## src/rtl/spi_master.sv

```systemverilog
// SPI master: valid/ready word stream in, framed SPI out, all four CPOL/CPHA modes.
// Optional SPI_MASTER_LSB_FIRST_EN adds lsb_first_i for LSB-first shifting.
module spi_master #(
  parameter int unsigned DATA_WIDTH = 8,
  parameter int unsigned CS_COUNT   = 1,
  parameter int unsigned CLK_DIV    = 4,
  localparam int unsigned SEL_W     = (CS_COUNT > 1) ? $clog2(CS_COUNT) : 1
) (
  input  logic                  clk_sys_i,
  input  logic                  reset_ni,
  input  logic [SEL_W-1:0]      cs_sel_i,
  input  logic                  cpol_i,
  input  logic                  cpha_i,
  input  logic [DATA_WIDTH-1:0] tx_data_i,
  input  logic                  tx_last_i,
  input  logic                  tx_valid_i,
  output logic                  tx_ready_o,
  output logic [DATA_WIDTH-1:0] rx_data_o,
  output logic                  rx_valid_o,
  output logic                  busy_o,
  output logic                  spi_sck_o,
  output logic [CS_COUNT-1:0]   spi_cs_no,
  output logic                  spi_tx_o,
  input  logic                  spi_rx_i
`ifdef SPI_MASTER_LSB_FIRST_EN
  ,
  input  logic                  lsb_first_i
`endif
);

  localparam int unsigned DIV_W  = (CLK_DIV > 1) ? $clog2(CLK_DIV) : 1;
  localparam int unsigned HALF_W = $clog2(2 * DATA_WIDTH);
  localparam logic [DIV_W-1:0]  DIV_LAST  = DIV_W'(CLK_DIV - 1);
  localparam logic [HALF_W-1:0] HALF_LAST = HALF_W'(2 * DATA_WIDTH - 1);

  typedef enum logic [2:0] {IDLE, SETUP, SHIFT, WAIT, TEARDOWN} state_t;

  state_t                state;
  logic [DIV_W-1:0]      div_cnt;
  logic [HALF_W-1:0]     half_cnt;
  logic                  cpol_q, cpha_q, lsb_q, last_q, pending;
  logic [DATA_WIDTH-1:0] tx_sr, rx_sr;

  logic                  lsb_in, accept, ld_cpha, ld_lsb;
  logic                  half_end, shift_evt, sample_evt, out_bit;
  logic [CS_COUNT-1:0]   cs_pat;
  logic [DATA_WIDTH-1:0] out_src, out_shifted, rx_shifted;

`ifdef SPI_MASTER_LSB_FIRST_EN
  assign lsb_in = lsb_first_i;
`else
  assign lsb_in = 1'b0;
`endif

  assign busy_o = (state != IDLE);
  assign accept = tx_valid_i & tx_ready_o;

  always_comb begin
    cs_pat = '1;
    for (int unsigned i = 0; i < CS_COUNT; i++) begin
      cs_pat[i] = (SEL_W'(i) != cs_sel_i);
    end
    ld_cpha     = (state == IDLE) ? cpha_i : cpha_q;
    ld_lsb      = (state == IDLE) ? lsb_in : lsb_q;
    // Outside SHIFT the next bit comes straight from the word being accepted.
    out_src     = (state == SHIFT) ? tx_sr : tx_data_i;
    out_bit     = ld_lsb ? out_src[0] : out_src[DATA_WIDTH-1];
    out_shifted = ld_lsb ? (out_src >> 1) : (out_src << 1);
    rx_shifted  = lsb_q ? {spi_rx_i, rx_sr[DATA_WIDTH-1:1]}
                        : {rx_sr[DATA_WIDTH-2:0], spi_rx_i};
    half_end    = (div_cnt == DIV_LAST);
    shift_evt   = half_cnt[0] ^ cpha_q;
    sample_evt  = ~shift_evt;
  end

  always_ff @(posedge clk_sys_i) begin
    if (!reset_ni) begin
      state      <= IDLE;
      div_cnt    <= '0;
      half_cnt   <= '0;
      cpol_q     <= 1'b0;
      cpha_q     <= 1'b0;
      lsb_q      <= 1'b0;
      last_q     <= 1'b0;
      pending    <= 1'b0;
      tx_sr      <= '0;
      rx_sr      <= '0;
      rx_data_o  <= '0;
      rx_valid_o <= 1'b0;
      tx_ready_o <= 1'b0;
      spi_sck_o  <= 1'b0;
      spi_tx_o   <= 1'b0;
      spi_cs_no  <= '1;
    end else begin
      rx_valid_o <= 1'b0;
      case (state)
        IDLE: begin
          cpol_q     <= cpol_i;
          spi_sck_o  <= cpol_i;
          tx_ready_o <= 1'b1;
          if (accept) begin
            cpha_q     <= cpha_i;
            lsb_q      <= lsb_in;
            spi_cs_no  <= cs_pat;
            last_q     <= tx_last_i;
            tx_ready_o <= 1'b0;
            div_cnt    <= '0;
            state      <= SETUP;
            if (ld_cpha) begin
              tx_sr <= tx_data_i;
            end else begin
              spi_tx_o <= out_bit;
              tx_sr    <= out_shifted;
            end
          end
        end
        SETUP: begin
          if (half_end) begin
            div_cnt  <= '0;
            half_cnt <= '0;
            state    <= SHIFT;
          end else begin
            div_cnt <= div_cnt + 1'b1;
          end
        end
        SHIFT: begin
          if (!half_end) begin
            div_cnt <= div_cnt + 1'b1;
          end else begin
            div_cnt   <= '0;
            half_cnt  <= half_cnt + 1'b1;
            spi_sck_o <= ~spi_sck_o;
            if (shift_evt) begin
              spi_tx_o <= out_bit;
              tx_sr    <= out_shifted;
            end
            if (sample_evt) rx_sr <= rx_shifted;
            if (half_cnt == HALF_LAST) begin
              // Last half-period may itself be a sample edge (cpha=1).
              rx_data_o  <= sample_evt ? rx_shifted : rx_sr;
              rx_valid_o <= 1'b1;
              spi_sck_o  <= cpol_q;
              if (last_q) begin
                state <= TEARDOWN;
              end else begin
                state      <= WAIT;
                pending    <= 1'b0;
                tx_ready_o <= 1'b1;
              end
            end
          end
        end
        WAIT: begin
          if (!pending) begin
            if (accept) begin
              last_q     <= tx_last_i;
              pending    <= 1'b1;
              tx_ready_o <= 1'b0;
              div_cnt    <= '0;
              if (ld_cpha) begin
                tx_sr <= tx_data_i;
              end else begin
                spi_tx_o <= out_bit;
                tx_sr    <= out_shifted;
              end
            end
          end else if (half_end) begin
            div_cnt  <= '0;
            half_cnt <= '0;
            state    <= SHIFT;
          end else begin
            div_cnt <= div_cnt + 1'b1;
          end
        end
        TEARDOWN: begin
          spi_cs_no <= '1;
          if (half_end) begin
            state      <= IDLE;
            tx_ready_o <= 1'b1;
          end else begin
            div_cnt <= div_cnt + 1'b1;
          end
        end
        default: state <= IDLE;
      endcase
    end
  end

endmodule

```

## config.mk

```make
export PLATFORM = sky130hd
export DESIGN_NAME = spi_master
export DESIGN_NICKNAME = d
export VERILOG_FILES = /design/src/rtl/spi_master.sv
export SDC_FILE = /design/constraint.sdc
export NUM_CORES = 1
export LEC_CHECK = 0
export BUFFER_PORTS_ARGS = -buffer_cell sky130_fd_sc_hd__buf_2
export CORE_MARGIN = 1
export CORE_UTILIZATION = 50
export CTS_BUF_LIST = sky130_fd_sc_hd__clkbuf_16
export DETAILED_ROUTE_END_ITERATION = 10
export PLACE_DENSITY = 0.74
export SETUP_SLACK_MARGIN = 0.3
export SYNTH_ARGS = -nofsm -noshare
export SYNTH_HDL_FRONTEND = slang
export SYNTH_SLANG_ARGS = --single-unit
export TNS_END_PERCENT = 30
```

## constraint.sdc

```tcl
create_clock -name clk_sys_i -period 3.1 [get_ports clk_sys_i]
set_input_delay 0.465 -clock clk_sys_i [delete_from_list [all_inputs] [get_ports clk_sys_i]]
set_output_delay 0.465 -clock clk_sys_i [all_outputs]
set_load 0.01 [all_outputs]
```

==> results of run 1 <==
[cell families after synthesis]
family,share of synthesized area
simple gates,0.194
compound gates,0.200
flops,0.401
mux,0.134
buf+inv,0.0465
fa+ha+maj,0.0119
xor+xnor,0.0131
[cell usage in the layout, fill, tap and decap left out, drive strengths merged, types with 5 or more instances in the layout]
cell type and n:
a211oi 16, a21o 8, dfxtp 42, buf 30, o21ai 9, nor3 10, inv 5, nand2 13
nor2 36, mux2i 27, clkbuf 5, a21oi 19
[power by group]
group / switching (mW) / internal [mW] / leakage (nW)
Sequential: 0.0157 / 0.554 / 0.340
Combinational: 0.0608 / 0.0481 / 0.615
Clock: 0.206 / 0.295 / 0.0750
[flip-flops by register name (all words and copies together), names as in the netlist]
signal      cells
cpha_q          1
last_q          1
rx_data_o       8
spi_sck_o       1
spi_cs_no       1
rx_sr           8
rx_valid_o      1
pending         1
state           3
spi_tx_o        1
div_cnt         2
tx_sr           8
half_cnt        4
tx_ready_o      1
cpol_q          1
[final timing paths]
path / endpoint / slack (ps) / cells after the start
worst max register to register: tx_sr[5]$_SDFFE_PN0P_ / 1010 / 5
worst min-delay path: last_q$_SDFFE_PN0P_ / 420 / 3
worst min register to register: cpol_q$_SDFFE_PN0P_ / 450 / 2
worst max-delay path: tx_sr[5]$_SDFFE_PN0P_ / 1010 / 5
[area by class of cell]
type | count | area (µm²) | area share
Tap cell | 50 | 62.6 | 0.0264
Clock buffer | 5 | 125 | 0.0527
Clock inverter | 3 | 17.5 | 0.00738
Inverter | 4 | 15.0 | 0.00633
Sequential cell | 42 | 841 | 0.354
Timing Repair Buffer | 30 | 153 | 0.0643
Multi-Input combinational cell | 180 | 1160 | 0.489
[layer usage]
metal,GRT usage,part of all wire
met1,0.305,0.47
met3,0.0565,0.050
met2,0.335,0.47
met4,0.0718,0.013
met5,0,0
[critical path: cells and delay by family, from the launching register on]
family,cells,cell delay (ps)
mux,2,700
flops,1,510
simple gates,1,430
compound gates,2,390
==> summary.txt, run 1 <==
Status: complete, no violations
Layout net count: 281
Core area: 4030 µm²
Vias per cell: 5.68
Worst setup path category: reg -> reg
Post-Syn Area per Cell: 8.63 µm²
CP required: 3330 ps
Total number of vias: 1,783
Nature of the critical path endpoint: flip-flop
Die H: 66.8 µm
DRT Pass-1 Iters: 4
WP data arrival: 2320 ps
Hold Startpoint: tx_last_i
Synthesis-to-finish area growth: 13.1%
Yosys cell types: 44
Hold_buf cts: 0
Worst slew margin: 0.353
Cell Pwr Density: 497 nW/µm²
Crit-path cells: nor3_2 > mux2_1 > mux2i_1 > a211oi_1 > a21o_1
Placement Rows: 23
Clock transition at path regs: 60 ps
Slowest CP cell: mux2_1
Final Cycle Share: 0.674
Clock H-tree levels: 2
Synth cell count leaders: 42 x dfxtp_1, 35 x nor2_1, 27 x mux2i_1, 19 x a21oi_1, 16 x a211oi_1
N_diodes: 0
Post-synth EDFFs: 0
Leak: 1.03 nW
Largest fanout on the critical path: 21
Top_reg_cell synth: dfxtp_1
Setup Skew: 5.20 ps
Yosys top cell by area: dfxtp_1
Vias in the first global route: 1,554
Initial antenna violation count: 0
Post-CTS repair timing setup buffer count: 0
Post-CTS Resized: 0
Yosys warning count: 0
Top Ports: 30
Finished Layout Cells: 314
Skew-Pair Late Insertion Delay: 280 ps
Slew of the pin with the lowest slew margin: 970 ps
DRT Wirelength: 4.56 mm
Wirelength per Cell: 14.5 µm
GRT overflow: 0
Critical Path Start: state[0]$_SDFFE_PN0P_
Layout cells sized above 1: 0.159
DP Worst Slack: 1050 ps
# clock sinks: 42
Die W: 66.8 µm
Die footprint: 4460 µm²
Setup ws final: 1010 ps
Startpoint Class: flip-flop
Final ANT Viol Nets: 0
First DRT Iteration DRCs: 87
IO Port Bufs: 29
Area after DPL: 2230 µm²
Cell total after placement: 306
HP Class: in -> reg
Clk root buf: clkbuf_16
Synthesized area: 2100 µm²
Largest net degree at the start of global routing: 33
Post-synth ARST share: 0
RSZ-0062 raised after global routing: no
Utilization after layout: 0.589
First-pass GRT wire length: 7.36 mm
FF-to-FF Start: state[0]$_SDFFE_PN0P_
DRC: 0
MaxCap Viol Count: 0
CTS buffer count: 5
Crit path time final: 2090 ps
Final hold viol count: 0
Max Transition Viols Final: 0
VDD IR-drop max: 0.284 mV
Initial Util: 0.521
Hold_ws: 423 ps
Final setup viols: 0
Largest cells by area after synthesis: dfxtp_1 40%, mux2i_1 13%, nor2_1 6.3%
Fmax: 478 MHz
Syn_nets: 261
Total global-route track usage: 0.222
Layout fillers: 385
Top-count cell post-synth: dfxtp_1
Seq/Total Area, Yosys: 0.401
Fin area: 2370 µm²
Fin Setup TNS: 0 ps
Post-Syn Instances: 243
Post-DP HPWL: 3.18 mm
Worst path max stage delay: 530 ps
Clock buffer depth: 2
Synth top area share: 0.401
Number of synthesized register bits: 42
Total power: 1.18 mW
CTS tree: built
Final GP Congestion: 0.907
Power figures use the tool's default switching activity.
==> run 2: changes to the inputs <==
PLACE_DENSITY = 0.77   (was 0.74)
clock period = 1.8 ns   (was 3.1 ns; I/O delays follow)
==> summary.txt, run 2 (synthesis results as in run 1) <==
Top Ports: 30
Utilization after layout: 0.674
Final ANT Viol Nets: 0
Max Transition Viols Final: 0
Final hold viol count: 0
Hold Path Stages: 3
Internal: 1.71 mW
Total number of vias: 1,983
Combinational cell fraction of total power: 0.106
Largest regs: rx_data_o: 8 flops, rx_sr: 8 flops, tx_sr: 8 flops
Setup Skew: 2.57 ps
Final Cycle Share: 0.859
First-pass GRT wire length: 8.08 mm
IO Port Bufs: 29
DRT Pass-1 Iters: 4
Clock share of power: 0.459
Worst slew margin: 0.635
VDD IR-drop max: 0.515 mV
Skew-Pair Late Insertion Delay: 290 ps
Vias in the first global route: 1,784
Startpoint Class: flip-flop
# clock sinks: 42
HP Class: in -> reg
DRC: 0
Synthesis-to-finish area growth: 29.4%
Fmax: 647 MHz
Clock buffer depth: 2
Worst path max stage delay: 350 ps
Most common cell after layout, fill and taps aside: dfxtp_1
Total global-route track usage: 0.247
Most frequent cells in the layout: 35 x dfxtp_1, 32 x nor2_1, 29 x buf_2
Clock transition at path regs: 60 ps
Initial antenna violation count: 0
Finished Layout Cells: 333
Sequential power share: 0.435
Layout net count: 300
Final setup viols: 0
Setup ws final: 254 ps
Hold_buf cts: 0
Sw power: 530 µW
CTS buffer count: 5
N_diodes: 0
Largest net degree at the start of global routing: 18
Nature of the critical path endpoint: output pin
RSZ-0062 raised after global routing: yes
CTS tree: built
Fin Setup TNS: 0 ps
Cell Pwr Density: 825 nW/µm²
Sw Share: 0.237
Multi-input logic area: 1300 µm²
Post-DP HPWL: 3.48 mm
Slew of the pin with the lowest slew margin: 547 ps
Crit-path cells: nor3_4 > buf_4 > inv_1 > buf_2
Core area: 4030 µm²
Die H: 66.8 µm
Die W: 66.8 µm
Register area: 857 µm²
First DRT Iteration DRCs: 81
Status: complete, no violations
Final GP Congestion: 0.874
Leak: 1.16 nW
Die footprint: 4460 µm²
CP required: 1530 ps
Largest fanout on the critical path: 5
Placement Rows: 23
Crit path time final: 1550 ps
GRT overflow: 0
Clk root buf: clkbuf_16
Slowest CP cell: dfxtp_2
Initial Util: 0.521
Clock H-tree levels: 2
DRT Wirelength: 5.34 mm
Vias per cell: 5.95
Cell total after placement: 320
Layout cells sized above 1: 0.318
R2R cell count: 5
WP data arrival: 1280 ps
Wirelength per Cell: 16.0 µm
Worst setup path category: reg -> out
MaxCap Viol Count: 0
Layout fillers: 333
DP Worst Slack: 124 ps
run 2: cell types whose count changed in the layout (fill, tap and decap cells not counted), moves of 3 or more:
cell	previous run	this run
a211oi_1	16	13
buf_4	1	15
a21oi_1	19	15
dfxtp_2	0	4
dfxtp_1	42	35
dfxtp_4	0	3
a21oi_2	0	4
a211oi_2	0	3
nor2_1	35	32
buf_6	0	5
run 2: final cells by class:
cell class                      count  area share
Sequential cell                    42       0.316
Timing Repair Buffer               49       0.116
Clock inverter                      3      0.0152
Inverter                            4     0.00553
Clock buffer                        5      0.0461
Multi-Input combinational cell    180       0.479
Tap cell                           50      0.0230
run 2: routing by layer:
layer / GRT usage / part of all wire / vias up
met1: 0.293 / 0.43 / 934
li1: - / - / 962
met2: 0.415 / 0.48 / 76
met4: 0.0984 / 0.020 / 0
met3: 0.0685 / 0.066 / 11
met5: 0 / 0 / -
run 2: metrics by stage:
step                      power [mW]  hold slack [ps]  cell area (µm²)
after floorplan                 1.14              332             2130
after detailed placement        1.21              447             2360
after global placement          1.20              438             2360
final                           2.24              225             2720
after CTS                       2.25              223             2610
after global routing            2.32              235             2720
run 2: critical path, delay by kind of cell, from the launching register on:
family,cells,cell delay [ps]
buffers and inverters,3,410
DFF,1,350
and+or+nand+nor,1,230
run 2: power groups by stage:
stage	clock network [mW]	registers [mW]	logic, mW
finish	1.03	0.974	0.237
global route	1.09	0.977	0.256
CTS	1.04	0.977	0.223
detailed placement	0	0.996	0.211
global placement	0	0.995	0.206
floorplan	0	0.992	0.148
run 2: path summary, 6_finish.rpt:
path	end	slack, ps	start
worst max-delay path	busy_o	250	state[0]$_SDFFE_PN0P_
worst min-delay path	last_q$_SDFFE_PN0P_	230	tx_last_i
worst max register to register	tx_sr[7]$_SDFFE_PN0P_	260	state[0]$_SDFFE_PN0P_
worst min register to register	cpol_q$_SDFFE_PN0P_	460	cpol_q$_SDFFE_PN0P_
run 2: what timing repair did:
item,4_1_cts,5_1_grt
buffers inserted,3,1
gates resized for setup,18,24
gates cloned,1,0
pin swaps,4,7
endpoints found under the hold margin,0,0
endpoints found under the setup margin,32,36
==> run 3: changes to the inputs <==
RECOVER_POWER = 50   (was unset)
==> summary.txt, run 3 (synthesis results as in run 1) <==
Status: complete, no violations
R2R cell count: 7
R2r setup slk: 230 ps
# clock sinks: 42
Largest net degree at the start of global routing: 18
Synthesis-to-finish area growth: 27.1%
Vias in the first global route: 1,784
RSZ-0062 raised after global routing: yes
FF-to-FF Start: state[0]$_SDFFE_PN0P_
Worst slew margin: 0.631
Skew-Pair Late Insertion Delay: 290 ps
Total power: 2.23 mW
Cell total after placement: 320
Clock H-tree levels: 2
First DRT Iteration DRCs: 82
Internal: 1.70 mW
WP data arrival: 1330 ps
Critical Path End: busy_o
Sequential power share: 0.436
Post-DP HPWL: 3.48 mm
Slowest CP cell: dfxtp_1
Vias per cell: 5.93
CP required: 1530 ps
CTS tree: built
Die footprint: 4460 µm²
Fin Setup TNS: 0 ps
Worst setup path category: reg -> out
Sw power: 528 µW
Initial Util: 0.521
IO Port Bufs: 29
Largest fanout on the critical path: 5
Finished Layout Cells: 333
Initial antenna violation count: 0
DRT Wirelength: 5.38 mm
CTS buffer count: 5
Most common cell after layout, fill and taps aside: dfxtp_1
DRC: 0
GRT overflow: 0
Die W: 66.8 µm
Sw Share: 0.237
Most frequent cells in the layout: 37 x dfxtp_1, 33 x nor2_1, 26 x mux2i_1
Final hold viol count: 0
DRT Pass-1 Iters: 5
Combinational cell fraction of total power: 0.104
Clock buffer depth: 2
Cell Pwr Density: 837 nW/µm²
Fmax: 626 MHz
HP Class: in -> reg
Final GP Congestion: 0.874
N_diodes: 0
Largest regs: rx_data_o: 8 flops, rx_sr: 8 flops, tx_sr: 8 flops
Total global-route track usage: 0.247
First-pass GRT wire length: 8.08 mm
Layout fillers: 352
Crit path time final: 1600 ps
Max Transition Viols Final: 0
Critical Path Start: state[0]$_SDFFE_PN0P_
Final setup viols: 0
Leak: 1.10 nW
Wirelength per Cell: 16.2 µm
Crit-path cells: nor3_4 > clkbuf_4 > inv_1 > buf_2
Worst path max stage delay: 370 ps
Layout cells sized above 1: 0.247
Clock share of power: 0.460
Slew of the pin with the lowest slew margin: 553 ps
VDD IR-drop max: 0.476 mV
Clock transition at path regs: 60 ps
Final ANT Viol Nets: 0
Total number of vias: 1,974
Final Cycle Share: 0.887
Die H: 66.8 µm
Clk root buf: clkbuf_16
Top Ports: 30
Core area: 4030 µm²
Nature of the critical path endpoint: output pin
Setup Skew: 3.29 ps
Placement Rows: 23
R2r endpoint: div_cnt[0]$_SDFFE_PN0P_
MaxCap Viol Count: 0
Layout net count: 300
Startpoint Class: flip-flop
run 3: changes by cell type in the layout (fill, tap and decap cells not counted), moves of 2 or more:
cell / delta
buf_2: -13
dfxtp_1: +2
dfxtp_2: -2
buf_4: -2
clkbuf_1: +14
run 3: area by class of cell:
type	count	area (µm²)	area share
clock inverter	3	41.3	0.0155
sequential	42	855	0.321
clock buffer	5	125	0.0469
timing repair buffer	49	294	0.110
inverter	4	15.0	0.00563
tap	50	62.6	0.0235
multi-input combinational	180	1270	0.478
run 3: power by group through the flow:
stage | clock network [mW] | registers (mW) | logic [mW]
finish | 1.03 | 0.974 | 0.231
global route | 1.09 | 0.977 | 0.250
CTS | 1.04 | 0.977 | 0.223
detailed placement | 0 | 0.996 | 0.211
global placement | 0 | 0.995 | 0.206
floorplan | 0 | 0.992 | 0.148
run 3: per-stage QoR:
step	utilization	cell area, µm²	hold slack, ps	setup WS (ps)
finish	0.662	2670	226	203
detailed placement	0.585	2360	447	124
global placement	0.585	2360	438	163
CTS	0.648	2610	223	244
global route	0.662	2670	235	116
floorplan	-	2130	332	97.9
run 3: worst max-delay path: cells and delay by family (launching register included):
kind / cells / cell delay (ps)
buffers and inverters: 3 / 440
flip-flops: 1 / 370
AND/OR/NAND/NOR: 1 / 240
run 3: worst min-delay path by stage:
stage	startpoint	to	depth (start not counted)	slack, ps
2_1_floorplan	reset_ni	spi_cs_no$_SDFFE_PN1P_	1	330
3_3_place_gp	tx_sr[5]$_SDFFE_PN0P_	tx_sr[5]$_SDFFE_PN0P_	1	440
3_5_place_dp	tx_sr[5]$_SDFFE_PN0P_	tx_sr[5]$_SDFFE_PN0P_	1	450
4_1_cts	reset_ni	spi_cs_no$_SDFFE_PN1P_	2	220
5_1_grt	reset_ni	spi_cs_no$_SDFFE_PN1P_	2	240
6_report	tx_last_i	last_q$_SDFFE_PN0P_	3	230
run 3: per-layer routing:
metal / up-vias / routed length [µm] / share of wire / track usage
met5: - / 0 / 0 / 0
met4: 0 / 86 / 0.016 / 0.0984
met3: 9 / 364 / 0.068 / 0.0685
met2: 74 / 2590 / 0.48 / 0.415
met1: 929 / 2340 / 0.43 / 0.293
li1: 962 / - / - / -
run 3: repair_timing:
action	CTS	global route
endpoints found under the setup margin	32	36
pin swaps	4	7
gates cloned	1	0
buffers inserted	3	1
gates resized for setup	18	24
hold buffers	0	0
